[src/rtl/xz_resolve_fifo.sv]
// FWFT FIFO that resolves X/Z bits of 4-state input beats to a fixed fill value,
// recording a per-bit replacement mask, an X/Z beat counter and a control-line error flag.
module xz_resolve_fifo #(
  parameter int unsigned DEPTH = 4,
  parameter bit          FILL  = 1'b0,
  parameter int unsigned CNT_W = 8
) (
  input  logic                     clk,
  input  logic                     rst_n,
  input  logic                     flush,
  input  logic [4:3][3:0]          in_data,
  input  logic                     in_valid,
  output logic                     in_ready,
  output bit   [4:3][3:0]          out_data,
  output bit   [4:3][3:0]          out_mask,
  output logic                     out_valid,
  input  logic                     out_ready,
  output logic [$clog2(DEPTH):0]   level,
  output logic [CNT_W-1:0]         xz_cnt,
  output logic                     ctl_err
);

  localparam int unsigned AW = $clog2(DEPTH);
  localparam int unsigned PW = AW + 1;

  logic [PW-1:0]    wr_q, wr_d, rd_q, rd_d;
  logic [7:0]       mem_data_q [DEPTH];
  logic [7:0]       mem_mask_q [DEPTH];
  logic [7:0]       out_data_q, out_data_d;
  logic [7:0]       out_mask_q, out_mask_d;
  logic [CNT_W-1:0] xz_cnt_q, xz_cnt_d;
  logic             ctl_err_q, ctl_err_d;

  logic [7:0]    in_flat;
  logic [7:0]    res_data, res_mask;
  logic          valid_one, valid_xz;
  logic          push, pop;
  logic [PW-1:0] level_cur, level_after_pop, level_next;

  assign in_flat   = in_data;
  assign valid_one = (in_valid === 1'b1);
  assign valid_xz  = (in_valid !== 1'b0) && (in_valid !== 1'b1);

  assign level_cur = wr_q - rd_q;
  assign in_ready  = (level_cur != PW'(DEPTH));
  assign out_valid = (level_cur != '0);
  assign push      = valid_one && in_ready && !flush;
  assign pop       = out_valid && out_ready && !flush;

  always_comb begin
    res_data = '0;
    res_mask = '0;
    for (int i = 0; i < 8; i++) begin
      if ((in_flat[i] === 1'b0) || (in_flat[i] === 1'b1)) begin
        res_data[i] = in_flat[i];
      end else begin
        res_data[i] = FILL;
        res_mask[i] = 1'b1;
      end
    end
  end

  always_comb begin
    wr_d            = flush ? '0 : wr_q + PW'(push);
    rd_d            = flush ? '0 : rd_q + PW'(pop);
    level_after_pop = level_cur - PW'(pop);
    level_next      = flush ? '0 : level_after_pop + PW'(push);
    out_data_d      = out_data_q;
    out_mask_d      = out_mask_q;
    // Head register holds its value while empty; a beat landing in an empty FIFO bypasses memory.
    if (level_next != '0) begin
      if (level_after_pop == '0) begin
        out_data_d = res_data;
        out_mask_d = res_mask;
      end else begin
        out_data_d = mem_data_q[rd_d[AW-1:0]];
        out_mask_d = mem_mask_q[rd_d[AW-1:0]];
      end
    end
    xz_cnt_d = xz_cnt_q;
    if (push && (res_mask != '0) && (xz_cnt_q != '1)) begin
      xz_cnt_d = xz_cnt_q + 1'b1;
    end
    ctl_err_d = ctl_err_q | valid_xz;
  end

  always_ff @(posedge clk or negedge rst_n) begin
    if (!rst_n) begin
      wr_q       <= '0;
      rd_q       <= '0;
      out_data_q <= '0;
      out_mask_q <= '0;
      xz_cnt_q   <= '0;
      ctl_err_q  <= 1'b0;
    end else begin
      wr_q       <= wr_d;
      rd_q       <= rd_d;
      out_data_q <= out_data_d;
      out_mask_q <= out_mask_d;
      xz_cnt_q   <= xz_cnt_d;
      ctl_err_q  <= ctl_err_d;
    end
  end

  always_ff @(posedge clk) begin
    if (push) begin
      mem_data_q[wr_q[AW-1:0]] <= res_data;
      mem_mask_q[wr_q[AW-1:0]] <= res_mask;
    end
  end

  assign out_data = out_data_q;
  assign out_mask = out_mask_q;
  assign level    = level_cur;
  assign xz_cnt   = xz_cnt_q;
  assign ctl_err  = ctl_err_q;

endmodule

[config.mk]
export PLATFORM = sky130hd
export DESIGN_NAME = xz_resolve_fifo
export DESIGN_NICKNAME = d
export VERILOG_FILES = /design/src/rtl/xz_resolve_fifo.sv
export SDC_FILE = /design/constraint.sdc
export NUM_CORES = 1
export LEC_CHECK = 0
export CAP_MARGIN = 5
export CORE_ASPECT_RATIO = 0.6
export CORE_UTILIZATION = 46
export CTS_CLUSTER_DIAMETER = 150
export DETAILED_ROUTE_END_ITERATION = 10
export MAX_ROUTING_LAYER = met4
export PLACE_DENSITY = 0.82
export SLEW_MARGIN = 0
export SYNTH_ARGS = -nofsm -noshare
export SYNTH_HDL_FRONTEND = slang
export SYNTH_SLANG_ARGS = --single-unit
export TNS_END_PERCENT = 100
[constraint.sdc]
create_clock -name clk -period 3.7 [get_ports clk]
set_clock_uncertainty 0.1 [all_clocks]
set_input_delay 1.11 -clock clk [delete_from_list [all_inputs] [get_ports clk]]
set_output_delay 1.11 -clock clk [all_outputs]
set_load 0.01 [all_outputs]
==> results of run 1 <==
worst max-delay path: stages, from the launching register on:
cell,delay [ps]
dfrtp_2,440
ha_4,170
fa_2,340
xor3_2,270
buf_4,190
nand3_1,140
clkdlybuf4s50_1,560
synthesized netlist by cell type, drive strengths merged (2+ instances only):
library cell,instances
nor3,4
edfxtp,32
xnor2,2
clkbuf,5
ha,8
buf,19
dfrtp,14
nor2,14
inv,8
o22ai,8
nand3,2
mux2i,9
a211oi,8
nor2b,10
xor2,2
nand2,9
a221o,8
nand3b,2
sequential cells by signal (all words and copies together), names as in the netlist:
name,flops
out_data,8
mem_data_q,32
rd_q,3
wr_q,3
worst min path at each step:
| stage | startpoint | end | slack [ps] | cells after the start |
|---|---|---|---|---|
| 2_1_floorplan | rd_q[2] | rd_q[2] | 400 | 2 |
| 3_3_place_gp | out_data[1] | out_data[1] | 400 | 1 |
| 3_5_place_dp | out_data[5] | out_data[5] | 410 | 1 |
| 4_1_cts | out_data[5] | out_data[5] | 420 | 1 |
| 5_1_grt | out_data[5] | out_data[5] | 450 | 1 |
| 6_report | out_data[5] | out_data[5] | 420 | 1 |
power by group through the flow:
stage	logic, mW	clock network (mW)	registers, mW
final	1.03	0.308	0.668
after global routing	1.12	0.336	0.672
after CTS	1.02	0.314	0.668
after detailed placement	1.02	0	0.679
after global placement	0.977	0	0.679
after floorplan	0.661	0	0.694
routing by layer:
metal / up-vias / GRT usage / part of all wire
li1: 679 / - / -
met1: 700 / 0.2667 / 0.48
met2: 35 / 0.2942 / 0.48
met3: 5 / 0.04645 / 0.039
met4: 0 / 0.06920 / 0.0080
met5: - / - / 0
logic make-up after synthesis:
group / synth area share
AOI/OAI and AO/OA: 0.09167
xor gates and xnor gates: 0.03500
adders and majority gates: 0.05334
buffers and inverters: 0.09000
DFF: 0.5822
muxes: 0.04000
other: 0.001665
and+or+nand+nor: 0.1061
metrics by stage:
| stage | util | setup WS, ps |
|---|---|---|
| after floorplan | - | -74.31 |
| after global placement | 0.5754 | 23.72 |
| final | 0.5995 | 88.32 |
| after global routing | 0.5995 | 15.63 |
| after CTS | 0.5957 | 8.610 |
| after detailed placement | 0.5754 | -48.73 |
what timing repair did:
action | 4_1_cts | 5_1_grt
buffers inserted | 1 | 2
pin swaps | 1 | 3
cloned | 0 | 0
endpoints found under the setup margin | 10 | 6
resized for setup | 0 | 1
final cells by class:
class                      instances  area [um^2]  area share
multi-input combinational        112        870.8      0.3134
clock inverter                     2        13.76    0.004953
inverter                           8        30.03     0.01081
tap                               63        78.83     0.02837
timing repair buffer              43        400.4      0.1441
clock buffer                       6        72.57     0.02611
sequential                        46         1313      0.4723
==> impl_metrics.yaml, run 1 <==
placement:
  dp_cells: 269
  dpl_cell_area_um2: 2668
  portBuffers: 25
  gp_congestion: 0.7715
  dp_hpwl_mm: 3.170
cts:
  htreeDepth: 2
  cts_buffers: 5
  root_buffer: "clkbuf_8"
  ctsHoldBuffers: 0
  cts_num_sinks: 46
  insertion_delay_ps: 300
  clk_pin_slew_ps: 90
  ctsLongestPathBuffers: 2
  cts_tree: "built"
global_route:
  grt_pass1_wl_mm: 7.134
  grt_pass1_vias: 1376
  grt_max_degree: 16
  grt.total_usage: 0.1975
  grt-ovfl-total: 0
  antenna_found_initial: 0
routing:
  dr.first_iter.drc_count: 33
  antenna_left: 0
  via_per_inst: 5.068
  drc: 0
  dr.pass1.iters: 4
  finalWirelength_mm: 4.527
  vias: 1419
  post_drt_wl_per_cell_um: 16.17
yosys:
  syn_avg_cell_area_um2: 12.94
  synth_edf_count: 32
  synthDistinctLibCells: 32
  yosysTopAreaCellShare: 0.4267
  yosys.area.top_type: "edfxtp_1"
  synth-async-reset-ratio: 0.3043
  synthCells: 174
  yosysWarningCount: 0
  synthTopCellsByArea: "edfxtp_1 43%, dfrtp_1 16%, buf_4 5.7%"
  synth-seq-cells: 46
  synthesis.area_um2: 2252
  yosys_most_used_dff: "edfxtp_1"
  yosysSeqAreaShare: 0.5822
power_and_ir_drop:
  power.density_nw_per_um2: 720.4
  power_mw: 2.002
  netSwitchingPower_mw: 0.7198
  peakVddDrop_uv: 259.8
  switching_share: 0.3595
  combPwrFrac: 0.513
  pwr-share-seq: 0.334
  intPower_mw: 1.282
  p_leak_nw: 1.131
  pwr-share-clk: 0.154
setup_path:
  critPathLaunchType: "register"
  timing.rr.end: "out_data[2]"
  crit_fanout: 6
  critPathArrivalTime_ps: 2400
  critPathCaptureType: "output port"
  crit_start: "rd_q[0]"
  r2r-start: "rd_q[0]"
  cp.required_ps: 2490
  reg2reg_slack_ps: 140
  endpoint: "in_ready"
  crit_type: "register to output port"
  r2r_cells: 15
outcome:
  status: "completed"
final_layout:
  antennaDiodeCount: 0
  layout_commonest_cell: "edfxtp_1"
  final_cells: 280
  drive_gt1_frac: 0.1889
  syn_to_final_growth_pct: 23.39
  layout_common_cells: "32 x edfxtp_1, 24 x clkdlybuf4s50_1, 17 x conb_1, 17 x buf_4, 13 x dfrtp_1"
  final_nets: 238
  fin_area_um2: 2779
  fillCellCount: 383
sta:
  hold_viol_final: 0
  final.min_clock_period_ps: 3612
  tightest_slew_ps: 695.2
  period_share: 0.9761
  setup_viol_count_final: 0
  slew_viol_final: 0
  slew_headroom: 0.5351
  rsz0062_at_grt: "no"
  tns_ps: 0
  max_freq_ghz: 0.2769
  holdWs_ps: 422.1
floorplanning:
  ioPinCount: 43
  fp.dieW_um: 92.33
  dieArea_um2: 5189
  coreArea_um2: 4636
  die-height_um: 56.20
  fp-row-count: 19
  start_util: 0.4858
job:
  drv_cap: 0
worst_hold_path:
  holdCritPathClass: "register to register"
(Power assumes the default switching activity.)
==> run 2: changes to the inputs <==
- HOLD_SLACK_MARGIN: not set -> 0.12
==> results of run 2 <==
The final DEF is identical to that of run 1; final timing and power are the same.
==> run 3: changes to the inputs <==
- CORE_ASPECT_RATIO: 0.6 -> 1.25
==> run 3 against run 2 <==
- combinational power is 4% lower
- via count fell by 4.2%
- clock power about the same
- cell count fell by 2.9%
- sequential power hardly changed
- cell area shrank 0.72%
- sequential share of layout area is 0.34 points higher
- sequential cell count did not move
- critical path depth rose by 1
- register-to-register slack better by 60 ps
- maximum frequency up 1.8%
- wire length down 12%
==> impl_metrics.yaml, run 3 (synthesis results as in run 1) <==
routing:
  drc: 0
  antenna_left: 0
  via_per_inst: 4.996
  vias: 1359
  dr.first_iter.drc_count: 60
  post_drt_wl_per_cell_um: 14.63
  finalWirelength_mm: 3.980
  dr.pass1.iters: 4
floorplanning:
  coreArea_um2: 4730
  fp-row-count: 28
  start_util: 0.4762
  fp.dieW_um: 64.59
  dieArea_um2: 5182
  ioPinCount: 43
  die-height_um: 80.23
setup_path:
  crit_type: "register to output port"
  critPathArrivalTime_ps: 2340
  path_cells: "inv_2 -> ha_4 -> fa_2 -> xor3_2 -> buf_4 -> nand3_1 -> clkdlybuf4s50_1"
  crit_fanout: 6
  cp.required_ps: 2490
  critPathLaunchType: "register"
  cpPeakStageDelay_ps: 540
  r2r-start: "wr_q[0]"
  reg2reg_slack_ps: 200
  r2r_cells: 15
  timing.rr.end: "out_data[7]"
  critPathSlowestCell: "clkdlybuf4s50_1"
  critPathCaptureType: "output port"
worst_hold_path:
  whs_path_depth: 1
  holdCritPathClass: "register to register"
  holdPathEnd: "out_data[1]"
  hp-start: "out_data[1]"
cts:
  insertion_delay_ps: 300
  ctsLongestPathBuffers: 2
  cts_tree: "built"
  clk_pin_slew_ps: 80
  root_buffer: "clkbuf_8"
  htreeDepth: 2
  cts_buffers: 5
  cts_num_sinks: 46
  ctsHoldBuffers: 0
placement:
  dp_cells: 263
  portBuffers: 25
  gp_congestion: 0.7519
  dp_hpwl_mm: 2.892
  dpl_cell_area_um2: 2654
global_route:
  grt_pass1_vias: 1323
  grt_pass1_wl_mm: 6.499
  antenna_found_initial: 0
  grt-ovfl-total: 0
  grt_max_degree: 19
  grt.total_usage: 0.1800
job:
  drv_cap: 0
power_and_ir_drop:
  power_mw: 1.963
  peakVddDrop_uv: 334.3
  power.density_nw_per_um2: 711.5
  p_leak_nw: 1.115
final_layout:
  fin_area_um2: 2759
  drive_gt1_frac: 0.1745
  fillCellCount: 400
  largest_register_ffs: 32
  antennaDiodeCount: 0
  layout_commonest_cell: "edfxtp_1"
  layout_common_cells: "32 x edfxtp_1, 24 x clkdlybuf4s50_1, 17 x conb_1"
  final_nets: 233
  syn_to_final_growth_pct: 22.50
  final_cells: 272
sta:
  period_share: 0.9592
  slew_viol_final: 0
  slew_headroom: 0.5706
  max_freq_ghz: 0.2818
  hold_viol_final: 0
  tightest_slew_ps: 642.0
  setup_viol_count_final: 0
  tns_ps: 0
  final.min_clock_period_ps: 3549
  rsz0062_at_grt: "no"
outcome:
  status: "completed"
[run 3: how the worst max path moves through the flow]
stage	from	end	slack [ps]	cells past startpoint
after global placement	flush	out_data[4]	-20	11
final	wr_q[0]	in_ready	150	7
after floorplan	rd_q[0]	out_data[0]	-70	15
after CTS	rd_q[0]	out_valid	20	6
after global routing	wr_q[0]	out_data[2]	30	16
after detailed placement	flush	out_data[0]	-40	11
[run 3: metal layers]
metal | share of wire | up-vias | GRT usage
met5 | 0 | - | -
met4 | 0.017 | 0 | 0.06444
met3 | 0.034 | 6 | 0.04261
met2 | 0.53 | 31 | 0.3063
met1 | 0.42 | 652 | 0.2065
li1 | - | 670 | -
[run 3: power by group]
group	total, mW	switching [mW]	internal, mW
Combinational	0.984	0.470	0.515
Sequential	0.668	0.0421	0.626
Clock	0.311	0.161	0.150
Total	1.96	0.672	1.29
[run 3: per-stage QoR]
step	utilization	hold slack, ps	setup WS [ps]
after CTS	0.5828	425.4	24.27
after floorplan	-	402.7	-74.31
final	0.5833	424.7	151.1
after global placement	0.5611	406.3	-17.44
after global routing	0.5833	453.0	31.48
after detailed placement	0.5611	406.3	-40.48
[run 3: repair_timing]
action                                  CTS  global route
pin swaps                                 1             0
resized for setup                         0             1
buffers inserted                          1             0
endpoints found under the setup margin    2             1
[run 3: worst max-delay path, delay by kind of cell (launching register included)]
family | cells | cell delay, ps
buf+inv | 3 | 790
fa+ha+maj | 2 | 510
flops | 1 | 380
xor+xnor | 1 | 280
simple gates | 1 | 100
[run 3: layout make-up]
type | count | area (um^2) | area share
inverters | 8 | 30.03 | 0.01088
clock buffers | 6 | 82.58 | 0.02993
clock inverters | 2 | 12.51 | 0.004535
flip-flops and latches | 46 | 1313 | 0.4757
repair buffers | 38 | 375.4 | 0.1361
multi-input cells | 112 | 870.8 | 0.3156
well taps | 60 | 75.07 | 0.02721
